**config.mk**
```make
export PLATFORM = sky130hd
export DESIGN_NAME = hack_rom_loader
export DESIGN_NICKNAME = d
export VERILOG_FILES = /design/src/rtl/hack_rom_loader.sv
export SDC_FILE = /design/constraint.sdc
export NUM_CORES = 1
export LEC_CHECK = 0
export ABC_AREA = 1
export CAP_MARGIN = 5
export CORE_ASPECT_RATIO = 0.75
export CORE_UTILIZATION = 28
export DETAILED_ROUTE_END_ITERATION = 6
export DONT_BUFFER_PORTS = 1
export HOLD_SLACK_MARGIN = 0.03
export PLACE_DENSITY = 0.43
export SYNTH_ARGS = -nofsm -noshare
export SYNTH_HDL_FRONTEND = slang
export SYNTH_SLANG_ARGS = --single-unit
```
**constraint.sdc**
```tcl
create_clock -name clk_i -period 2.4 [get_ports clk_i]
set_clock_uncertainty 0.2 [all_clocks]
set_input_delay 0.48 -clock clk_i [delete_from_list [all_inputs] [get_ports clk_i]]
set_output_delay 0.48 -clock clk_i [all_outputs]
set_load 0.05 [all_outputs]
```
**src/rtl/hack_rom_loader.sv**
```systemverilog
// Loads a framed big-endian program image into the Hack instruction ROM.
// The CPU is held in reset until the image's XOR checksum has been verified.
module hack_rom_loader #(
    parameter int          ADDR_W    = 15,
    parameter logic [7:0]  SYNC_BYTE = 8'hA5
) (
    input  logic              clk_i,
    input  logic              rst_i,
    input  logic              restart_i,
    input  logic [7:0]        rx_data_i,
    input  logic              rx_valid_i,
    output logic              rx_ready_o,
    output logic              rom_we_o,
    output logic [ADDR_W-1:0] rom_addr_o,
    output logic [15:0]       rom_data_o,
    output logic              cpu_rst_o,
    output logic              done_o,
    output logic              error_o
);

    // state  | meaning
    // SYNC   | hunting for SYNC_BYTE, address and checksum cleared
    // LEN_H  | expecting length[15:8]
    // LEN_L  | expecting length[7:0], range-checked against capacity
    // D_HI   | expecting high byte of the next word
    // D_LO   | expecting low byte; word written the following cycle
    // CHK    | expecting checksum byte
    // DONE   | image loaded and verified, CPU released
    // ERR    | overflow or checksum mismatch, CPU held
    typedef enum logic [2:0] {
        S_SYNC, S_LEN_H, S_LEN_L, S_D_HI, S_D_LO, S_CHK, S_DONE, S_ERR
    } state_t;

    localparam logic [16:0]       CAPACITY = 17'(1) << ADDR_W;
    localparam logic [ADDR_W-1:0] ADDR_ONE = ADDR_W'(1);

    state_t             state, next_state;
    logic               ready_q;
    logic               xfer;
    logic [7:0]         len_hi;
    logic [7:0]         hi_byte;
    logic [7:0]         csum;
    logic [15:0]        remain;
    logic [ADDR_W-1:0]  addr;
    logic [15:0]        len_full;

    logic               take_len_h, take_len_l, take_hi, take_lo;
    logic               clear_ctx;
    logic               ready_d, cpu_rst_d, done_d, error_d;

    // Registered readiness, gated by restart so a concurrent byte is refused.
    assign rx_ready_o = ready_q & ~restart_i;
    assign xfer       = rx_valid_i & rx_ready_o;
    assign len_full   = {len_hi, rx_data_i};

    always_ff @(posedge clk_i) begin
        if (rst_i) state <= S_SYNC;
        else       state <= next_state;
    end

    always_comb begin
        next_state = state;
        if (restart_i) begin
            next_state = S_SYNC;
        end else if (xfer) begin
            unique case (state)
                S_SYNC:  if (rx_data_i == SYNC_BYTE) next_state = S_LEN_H;
                S_LEN_H: next_state = S_LEN_L;
                S_LEN_L: begin
                    if ({1'b0, len_full} > CAPACITY) next_state = S_ERR;
                    else if (len_full == 16'd0)      next_state = S_CHK;
                    else                             next_state = S_D_HI;
                end
                S_D_HI:  next_state = S_D_LO;
                S_D_LO:  next_state = (remain == 16'd1) ? S_CHK : S_D_HI;
                S_CHK:   next_state = (rx_data_i == csum) ? S_DONE : S_ERR;
                default: next_state = state;
            endcase
        end
    end

    always_comb begin
        take_len_h = xfer && (state == S_LEN_H);
        take_len_l = xfer && (state == S_LEN_L);
        take_hi    = xfer && (state == S_D_HI);
        take_lo    = xfer && (state == S_D_LO);
        clear_ctx  = (next_state == S_SYNC);
        ready_d    = (next_state != S_DONE) && (next_state != S_ERR);
        cpu_rst_d  = (next_state != S_DONE);
        done_d     = (next_state == S_DONE);
        error_d    = (next_state == S_ERR);
    end

    always_ff @(posedge clk_i) begin
        if (rst_i) begin
            ready_q    <= 1'b1;
            rom_we_o   <= 1'b0;
            rom_addr_o <= '0;
            rom_data_o <= '0;
            cpu_rst_o  <= 1'b1;
            done_o     <= 1'b0;
            error_o    <= 1'b0;
            len_hi     <= '0;
            hi_byte    <= '0;
            csum       <= '0;
            remain     <= '0;
            addr       <= '0;
        end else begin
            ready_q   <= ready_d;
            cpu_rst_o <= cpu_rst_d;
            done_o    <= done_d;
            error_o   <= error_d;
            rom_we_o  <= take_lo;
            if (take_len_h) len_hi <= rx_data_i;
            if (take_len_l) remain <= len_full;
            if (take_hi) begin
                hi_byte <= rx_data_i;
                csum    <= csum ^ rx_data_i;
            end
            if (take_lo) begin
                rom_addr_o <= addr;
                rom_data_o <= {hi_byte, rx_data_i};
                addr       <= addr + ADDR_ONE;
                remain     <= remain - 16'd1;
                csum       <= csum ^ rx_data_i;
            end
            // Never coincides with take_lo: restart blocks the handshake.
            if (clear_ctx) begin
                csum <= '0;
                addr <= '0;
            end
        end
    end

endmodule

```
==> Word level (Yosys, flattened, before mapping) <==
Cells that the tools add are included.
{ "totals": {"latch_bits": 0, "in_bits": 12, "romBits": 0, "ramBits": 0, "out_inout_bits": 36, "word_cells": 55, "n_memories": 0, "ff_bits": 94} }
{ "op_classes": {"addsub": 2, "mul": 0, "reduce_logical": 11, "bitwise": 4, "eq_ne": 12, "order_cmp": 1, "n_div": 0, "n_shift": 0, "mux": 12} }
{ "op_table": {"columns": ["op", "n"], "rows": [
  ["$mux 16", 2],
  ["$mux 3", 6],
  ["$pmux 3 s6", 1],
  ["$eq 16x1->1 const B", 1],
  ["$gt 16x16->1 const B", 1],
  ["$logic_not 16->1", 1],
  ["$mux 8", 2],
  ["$sub 16x1->16 const B", 1],
  ["$add 15x1->15 const B", 1],
  ["$eq 3x3->1 const B", 4],
  ["$eq 8x8->1", 1],
  ["$eq 8x8->1 const B", 1],
  ["$xor 8x8->8", 1],
  ["$eq 3x2->1 const B", 2],
  ["$logic_not 3->1", 2],
  ["$ne 3x3->1 const B", 2],
  ["$logic_and 1x1->1", 5],
  ["$reduce_bool 2->1", 2],
  ["$eq 3x1->1 const B", 1],
  ["$and 1x1->1", 2],
  ["$reduce_or 2->1", 1],
  ["$mux 1", 1],
  ["$not 1->1", 1]
]} }

==> Longest topological paths before layout <==
Gate-level depths: netlist of run 1.
{ "depth": {"ltp_word": 8, "mapped_depth": 13, "depth_no_buf": 13} }

==> Worst setup path after synthesis of run 1 <==
No wires, ideal clock.
{ "synth_path": {"path_kind": "input to register", "start": "input port restart_i", "end": "register addr[11]", "required_ps": 2091, "slack_ps": 199, "t_arrival_ps": 1892, "setup_time_ps": 109, "cell_stages": 11, "path_cell_list": "nor2_2 -> nand3_1 -> nor2_1 -> nand2_1 -> inv_1 -> nand2_1 -> nand3_2 -> nand3_2 -> buf_6 -> nand2_1 -> inv_1"} }
{ "synth_via": {"elab_chain_len": 7} }
{ "synth_lines": {"columns": ["item", "line_no", "text"], "rows": [
  ["from (decl)", "9", "input logic restart_i,"],
  ["$not 1->1", "52", "assign rx_ready_o = ready_q & ~restart_i;"],
  ["$and 1x1->1", "52", null],
  ["$and 1x1->1", "53", "assign xfer = rx_valid_i & rx_ready_o;"],
  ["$mux 3", "65", "end else if (xfer) begin"],
  ["$mux 3", "63", "if (restart_i) begin"],
  ["$logic_not 3->1", "87", "clear_ctx = (next_state == S_SYNC);"],
  ["$reduce_or 2->1 (no source line)", null, null],
  ["to (signal assigned)", "123", "addr <= addr + ADDR_ONE;"],
  ["to (decl)", "44", "logic [ADDR_W-1:0] addr;"]
]} }
Parallel ways exist; a longest one is shown, timed or not.
A chain may end at the register's enable or synchronous reset.

==> Worst setup path after layout of run 1 <==
{ "layout_path": {"start": "register state[2]", "end": "register addr[3]"} }
{ "layout_via": {"elab_chain_len": 6} }
{ "layout_lines": {"columns": ["item", "line_no", "text"], "rows": [
  ["from (decl)", "37", "state_t state, next_state;"],
  ["from (signal assigned)", "58", "else state <= next_state;"],
  ["$eq 3x3->1, or another cell as far along", "66", "unique case (state)"],
  ["$pmux 3 s6", "66", null],
  ["$mux 3", "65", null],
  ["$mux 3", "63", null],
  ["$logic_not 3->1", "87", null],
  ["$reduce_or 2->1 (no source line)", null, null]
]} }
Parallel ways exist; a longest one is shown, timed or not.

==> reports/summary.md, run 1 <==
Multi-input logic area: 2070 µm². The worst hold path passes through 2 cells. Clock tree synthesis inserted a total of 9 buffers.

The fraction of the core area covered by cells at the end of the flow was 0.323; the worst slack after detailed placement was 0.235 ns. The endpoint type of the worst setup path is a flip-flop. Setup violations remaining at the end of the flow were counted as 0. The cell area after placement is 4630 µm², and the per-instance average area after synthesis is 6.95 µm².

In this run the vertical extent of the chip is 111 µm. After detailed placement, the design holds a cell count of 827. In this run the clock root is driven by a sky130_fd_sc_hd__clkbuf_16. In this run the most used layer during global routing was met1.

The number of instances in the synthesized netlist is 632. The run gives 0.453 GHz as the highest achievable clock rate. After the last flow step, the layout net total stands at 649. The via count of the first global-routing pass came out at 3499. Leaving out fill and tap cells, the most frequent cells in the layout are 147 x sky130_fd_sc_hd__nand2_1, 94 x sky130_fd_sc_hd__dfxtp_1, 79 x sky130_fd_sc_hd__inv_1. The pin count of the biggest net entering global routing is 33, and the number of core rows is 39. The tools report the number of slew-limit violations in the final report as 0. The leakage power of the design is 2.20 nW. The tools report the number of max-capacitance violations reported as 0. The worst setup path is launched from a flip-flop. The endpoint identified for the worst register-to-register timing path is addr[3].

On the final layout, the worst hold slack is 0.0748 ns. The worst-case hold path end point is ready_q. The share of the clock period used by the worst path after layout was 0.919; the clock sink count was 94.

The number of antenna diodes in the final layout is 0. For this run, the number of Yosys warnings is 0. The first global-routing pass estimated 19800 µm of wire. In this run, the number of DRC markers left after iteration 0 of detailed routing was 297.

The tools report the count of non-filler cells in the finished layout as 844. The transition time at the pin with the least slew margin works out to 0.963 ns. The worst register-to-register path begins at state[2].

The number of antenna violations at the first check in global routing is 0, and the area of the core is 15300 µm². For the number of inserted filler cells in the final layout, the log shows 1679. Data on the critical path is required at its endpoint by 2.50 ns. The mean routed wirelength per cell is 14.5 µm. The share of cells above drive strength 1 was 0.0736. The tools report the met3 track demand over resource as 0.0512. The run gives 12300 µm as the total wirelength of the detailed-routed design. The register-to-register setup slack is 0.19 ns, and the area enclosed by the die boundary is 16200 µm². The tools report the post-layout worst setup margin as 0.195 ns. After synthesis the netlist holds a flip-flop and latch count of 94. After routing, the total negative slack on setup checks comes to 0 ns. For the detailed-router iteration count before antenna repair, the log shows 5.

The worst setup path is of the flip-flop to flip-flop kind. The signed area change from the synthesized netlist to the final layout is 12.2%, and the clock-pin slew reported for the worst setup and hold paths after clock tree synthesis is 0.06 ns. The count of distinct cell types in the synthesized netlist is 30, and the count of buffers inserted at the top-level ports is 0. Overall power consumption: 3.30 mW. Setup repair after global routing left no endpoint under its margin. The detailed router placed 3828 vias in this run.

Detailed placement ended at an HPWL of 8960 µm. The met1 track demand over resource in global routing was 0.255. The global placer's final weighted congestion is 0.819, and the number of cell instances on the worst register-to-register path is 8. The buffer depth of the longest clock path was 2. Counting every net in the synthesized netlist gives 647.

The detail-routed via count per cell works out to 4.54. Once layout is done, the placed cells without fillers occupy 4930 µm². The sequential standard cell area was 1880 µm²; the width of the die was 147 µm. The global-route total usage across every layer came out at 0.160.

In this run the most critical hold path is launched from restart_i. TritonCTS built the clock tree. The count of nets left with antenna violations once routing finished came out at 0.

Subtracting the final worst setup slack from the clock period gives 2.21 ns. Total number of H-tree levels: 3. Data arrives at the worst endpoint at 2.30 ns. For the initial core utilization, the log shows 0.288.

The worst hold path belongs to the class primary input to flip-flop. The tools report the global-route met2 utilization as 0.194. Power per standard cell area: 668 nW/µm². In this run the count of I/O pins placed on the die edge is 48. Once the clock tree was built, the resizer swapped 0 gates to a different size. The later pin in the worst-skew pair is clocked with a latency of 0.35 ns. IR analysis of the VDD net gives a maximum drop of 0.272 mV. The total count of hold-check failures in the final report was 0; the netlist area before placement was 4400 µm².

The run gives 0.428 as the sequential fraction of the synthesis area. Most frequent standard cell in the layout excluding fill and tap cells: sky130_fd_sc_hd__nand2_1. The aggregate global routing overflow was 0.

The largest fanout on the critical path is 32, and the post-route DRC violation count is 0. For the worst slew margin relative to its limit, the log shows 0.356. The run finished with clean final reports.
==> state kept, by name, indices dropped and copies added (netlist names) <==
name / flops
ready_q: 1
addr: 15
cpu_rst_o: 1
csum: 8
rom_we_o: 1
error_o: 1
rom_addr_o: 15
len_hi: 8
rom_data_o: 16
done_o: 1
hi_byte: 8
state: 3
remain: 16
==> synthesized netlist by cell type (all sizes together) <==
library cell | n | area [µm²]
nor2 | 80 | 337
inv | 83 | 312
xnor2 | 3 | 26.3
nand3 | 22 | 138
a22oi | 1 | 7.51
buf | 14 | 95.1
ha | 3 | 37.5
o22ai | 1 | 6.26
nand2 | 151 | 577
nand4 | 4 | 31.3
a21oi | 65 | 325
o211ai | 2 | 15.0
xor2 | 17 | 149
nor3 | 8 | 40.0
dfxtp | 94 | 1880
a211oi | 2 | 15.0
clkbuf | 9 | 35.0
o21ai | 72 | 360
nand3b | 1 | 7.51
==> critical path, cell delays in order (launching register included) <==
cell                      delay (ns)
sky130_fd_sc_hd__dfxtp_1        0.53
sky130_fd_sc_hd__nand3_4        0.25
sky130_fd_sc_hd__nor2_8         0.31
sky130_fd_sc_hd__buf_4          0.34
sky130_fd_sc_hd__nand2_1        0.11
sky130_fd_sc_hd__nor2_1         0.12
sky130_fd_sc_hd__xor2_1         0.16
sky130_fd_sc_hd__nand2_1        0.07
sky130_fd_sc_hd__inv_1          0.05
==> cell families (layout without fill, tap and decap cells) <==
| logic type | after synthesis | in the layout | share of synthesized area |
|---|---|---|---|
| buffers and inverters | 106 | 113 | 0.100 |
| DFF | 94 | 94 | 0.428 |
| AOI/OAI and AO/OA | 143 | 143 | 0.166 |
| xor gates and xnor gates | 20 | 20 | 0.0399 |
| and+or+nand+nor | 266 | 266 | 0.257 |
| adders and majority gates | 3 | 3 | 0.00854 |
==> routing by layer <==
| layer | routed length [µm] | vias up |
|---|---|---|
| met5 | 0 | - |
| met4 | 162 | 0 |
| met3 | 951 | 13 |
| met2 | 4360 | 104 |
| met1 | 6790 | 1709 |
| li1 | - | 2002 |
==> worst max-delay path by stage <==
stage / cells after the start / slack [ns] / from / to
6_report: 8 / 0.19 / state[2] / addr[3]
2_1_floorplan: 11 / 0.20 / restart_i / addr[11]
3_3_place_gp: 9 / 0.23 / state[0] / addr[3]
5_1_grt: 8 / 0.04 / state[2] / addr[3]
4_1_cts: 8 / 0.22 / state[2] / addr[3]
3_5_place_dp: 8 / 0.23 / state[2] / addr[3]
==> layout make-up <==
class | instances | share of cell area
Timing Repair Buffer | 14 | 0.0243
Clock inverter | 5 | 0.0119
Sequential cell | 94 | 0.381
Inverter | 83 | 0.0631
Multi-Input combinational cell | 432 | 0.420
Clock buffer | 11 | 0.0472
Tap cell | 205 | 0.0520
==> timing repair <==
action | 4_1_cts | 5_1_grt
setup buffers | 0 | 0
endpoints found under the hold margin | 20 | 0
hold buffers | 1 | 0
==> power by group <==
| part | switching (mW) | internal (mW) |
|---|---|---|
| combinational | 0.164 | 0.0756 |
| sequential | 0.0563 | 1.58 |
| clock | 0.610 | 0.810 |
| total | 0.830 | 2.47 |
(Power assumes the default switching activity.)
==> inputs of run 2 (changes only) <==
--- a/config.mk
+++ b/config.mk
@@ -9,10 +9,12 @@
 export CAP_MARGIN = 5
 export CORE_ASPECT_RATIO = 0.75
 export CORE_UTILIZATION = 28
+export CTS_BUF_LIST = sky130_fd_sc_hd__clkbuf_4
 export DETAILED_ROUTE_END_ITERATION = 6
 export DONT_BUFFER_PORTS = 1
 export HOLD_SLACK_MARGIN = 0.03
 export PLACE_DENSITY = 0.43
+export SLEW_MARGIN = 20
 export SYNTH_ARGS = -nofsm -noshare
 export SYNTH_HDL_FRONTEND = slang
 export SYNTH_SLANG_ARGS = --single-unit
==> run 2 against run 1 <==
Compared with the run above:
- non-clock buffer count is 11 higher
- largest cell class unchanged
- die area stayed put
- count of clock-buffer cells in the layout stayed put
- power is 15% lower
- largest power group unchanged
- clock power is 36% lower
- core utilization is 0.25 points lower
- fmax is 0.96% lower
- global-route usage is 0.28 points higher
==> reports/summary.md, run 2 (same netlist as run 1, synthesis figures left out) <==
Summed over all layers, the global routing overflow is 0. Wires add up to 12600 µm. The number of antenna diodes in the final layout is 0. Pin placement for this block handled 48 I/O pins.

The floorplan step defined a core boundary enclosing 15300 µm². The share of cells above drive strength 1 is 0.0754. The worst hold path passes through 5 cells.

Counting buffers and inverters, the worst setup path is 8 cells deep. The type of the worst setup path is flip-flop to flip-flop. The width of the die was 147 µm. The first detailed-routing pass took 5 iterations.

TritonCTS built the clock tree. The run gives 0.49 ns as the insertion delay to the later sink of the worst-skew pair. Summed over all cells, the static leakage comes to 2.19 nW. On the final layout, the worst hold slack is 0.0909 ns.

The standard cell with the maximum stage delay on the critical path is sky130_fd_sc_hd__dfxtp_1. The initial core utilization came out at 0.288. For the setup-violating endpoint count in the final report, the log shows 0.

CTS placed an instance of sky130_fd_sc_hd__clkbuf_4 at the clock tree root. The tools report the total count of hold-check failures in the final report as 0. The first global-routing pass estimated 20100 µm of wire.

The flow ran to the end, and the final reports show no timing, DRC or antenna violations. For this run, design rule violations remaining after detail routing come to 0. CTS built an H-tree with a depth of 3. The sum of met3 wire segment lengths after detailed routing was 828 µm. For the number of antenna violations at the first check in global routing, the log shows 0.

The largest registers in the layout are remain (16), rom_data_o (16). The run gives 0 as the setup fix buffers added after clock tree synthesis. In this design, the critical path's most frequently occurring cell is sky130_fd_sc_hd__nand2_1. Class of the tightest hold or removal check: primary input to flip-flop. The transition time at the pin with the least slew margin was 1.00 ns; the number of max-capacitance violations reported was 0.

During placement, the flow inserted port buffers numbering 0. The clock sink count was 94; the number of buffer and inverter instances along the worst setup path was 2. For this block, wires on met1 add up to 7150 µm.

After routing, the total negative slack on setup checks comes to 0 ns. The global-route total usage across every layer is 0.163, and the die extent in y is 111 µm. The number of slew-limit violations in the final report came out at 0.

The maximum resistive drop on vdd was 0.257 mV; the amount of wire on met2 after detailed routing was 4490 µm. The tools report the via count of the first global-routing pass as 3509. The number of cell instances on the worst register-to-register path works out to 8. The signed area change from the synthesized netlist to the final layout came out at 11.4%. Leaving out fill and tap cells, the most frequent cell in the layout is sky130_fd_sc_hd__nand2_1. The maximum cell stage delay along the critical path is 0.57 ns. The tools report the required time of the worst setup path as 2.64 ns. The worst slew margin relative to its limit was 0.332; the number of DRC violations after detailed-routing iteration 0 was 251.

The share of the clock period used by the worst path after layout was 0.928; the antenna violation net count after detailed routing was 0. The tools report the endpoint type of the worst setup path as a flip-flop. The kind of start point of the critical path is a flip-flop.

The global placer's final weighted congestion was 0.819. The tools report the area enclosed by the die boundary as 16200 µm². The clock-pin slew reported for the worst setup and hold paths after clock tree synthesis is 0.15 ns, and the buffer depth of the longest clock path is 2.

The tools report the worst slack after detailed placement as 0.235 ns. The tools report the clock buffer count from CTS as 9. Across all setup checks in the final design, the least slack found is 0.173 ns. The power per standard cell area is 572 nW/µm², and the number of core rows is 39. For the arrival time at the worst endpoint, the log shows 2.47 ns. The top cell types in the final layout, fill and taps aside, are 147 x sky130_fd_sc_hd__nand2_1, 94 x sky130_fd_sc_hd__dfxtp_1, 79 x sky130_fd_sc_hd__inv_1. For the highest achievable clock rate, the log shows 0.449 GHz. Entering global routing, the biggest net connects 33 pins. Traced cell by cell, the critical path runs through nand3_4 > nor2_8 > buf_4 > nand2_1 > nor2_1 > xor2_1 > nand2_1 > inv_1.

The mean routed wirelength per cell works out to 14.8 µm. Across all layers, the routed design uses 3915 vias. Subtracting the final worst setup slack from the clock period gives 2.23 ns. The HPWL after detailed placement is 8960 µm. The top layer reached by signal wires was met4.

The dominant delay contributor by cell family on the critical path is simple AND/OR/NAND/NOR gates. Setup repair after global routing left no endpoint under its margin. In the routed layout, each cell is associated on average with a via count of 4.58.

Total number of nets in the final design: 660. Of all nets on the critical path, the largest fanout is 32.
run 2: cell count changes in the layout (fill, tap and decap cells not counted):
cell | before | now
sky130_fd_sc_hd__clkbuf_4 | 0 | 11
sky130_fd_sc_hd__dlygate4sd3_1 | 1 | 11
sky130_fd_sc_hd__clkbuf_16 | 9 | 0
sky130_fd_sc_hd__clkbuf_1 | 2 | 0
sky130_fd_sc_hd__dlymetal6s4s_1 | 0 | 1
run 2: worst paths after layout:
path | slack (ns) | startpoint | to
min | 0.09 | rx_data_i[5] | csum[5]
max | 0.17 | state[2] | addr[3]
max reg2reg | 0.17 | state[2] | addr[3]
min reg2reg | 0.30 | remain[13] | remain[13]
run 2: final cells by class:
type	count	area, µm²
fill	1684	10400
multi-input combinational	432	2070
sequential	94	1880
inverter	83	312
tap	205	256
timing repair buffer	25	233
clock buffer	11	82.6
clock inverter	5	58.8
run 2: metal layers:
layer / GRT usage / vias up
met2: 0.197 / 98
met4: 0.0458 / 0
met3: 0.0504 / 15
li1: - / 2029
met5: 0 / -
met1: 0.263 / 1773
run 2: report_power, final:
group,total [mW],internal [mW],switching [mW],leakage [nW]
Sequential,1.64,1.58,0.0564,0.759
Combinational,0.260,0.0878,0.173,1.36
Clock,0.904,0.342,0.562,0.0735
run 2: per-stage QoR:
step | util | power (mW) | instance area (µm²) | std cells
final | 0.321 | 2.80 | 4900 | 855
after global routing | 0.321 | 2.95 | 4900 | 855
after CTS | 0.319 | 2.84 | 4870 | 853
after detailed placement | 0.303 | 1.90 | 4630 | 827
after global placement | 0.303 | 1.90 | 4630 | 827
after floorplan | - | 1.84 | 4400 | 632
run 2: what timing repair did:
item / 4_1_cts / 5_1_grt
hold buffers: 10 / 2
endpoints found under the setup margin: 0 / 5
endpoints found under the hold margin: 42 / 2
gates resized for setup: 0 / 1
run 2: tightest hold or removal path, stage by stage:
cell and delay, ns:
sky130_fd_sc_hd__nand2_1 0.03, sky130_fd_sc_hd__nand2_1 0.07, sky130_fd_sc_hd__o21ai_0 0.08, sky130_fd_sc_hd__nand2_1 0.06
sky130_fd_sc_hd__inv_1 0.03
==> inputs of run 3 (changes only) <==
--- a/config.mk
+++ b/config.mk
@@ -18,3 +18,4 @@
 export SYNTH_ARGS = -nofsm -noshare
 export SYNTH_HDL_FRONTEND = slang
 export SYNTH_SLANG_ARGS = --single-unit
+export TNS_END_PERCENT = 5
==> results of run 3 <==
The final DEF is identical to that of run 2; final timing and power are the same.
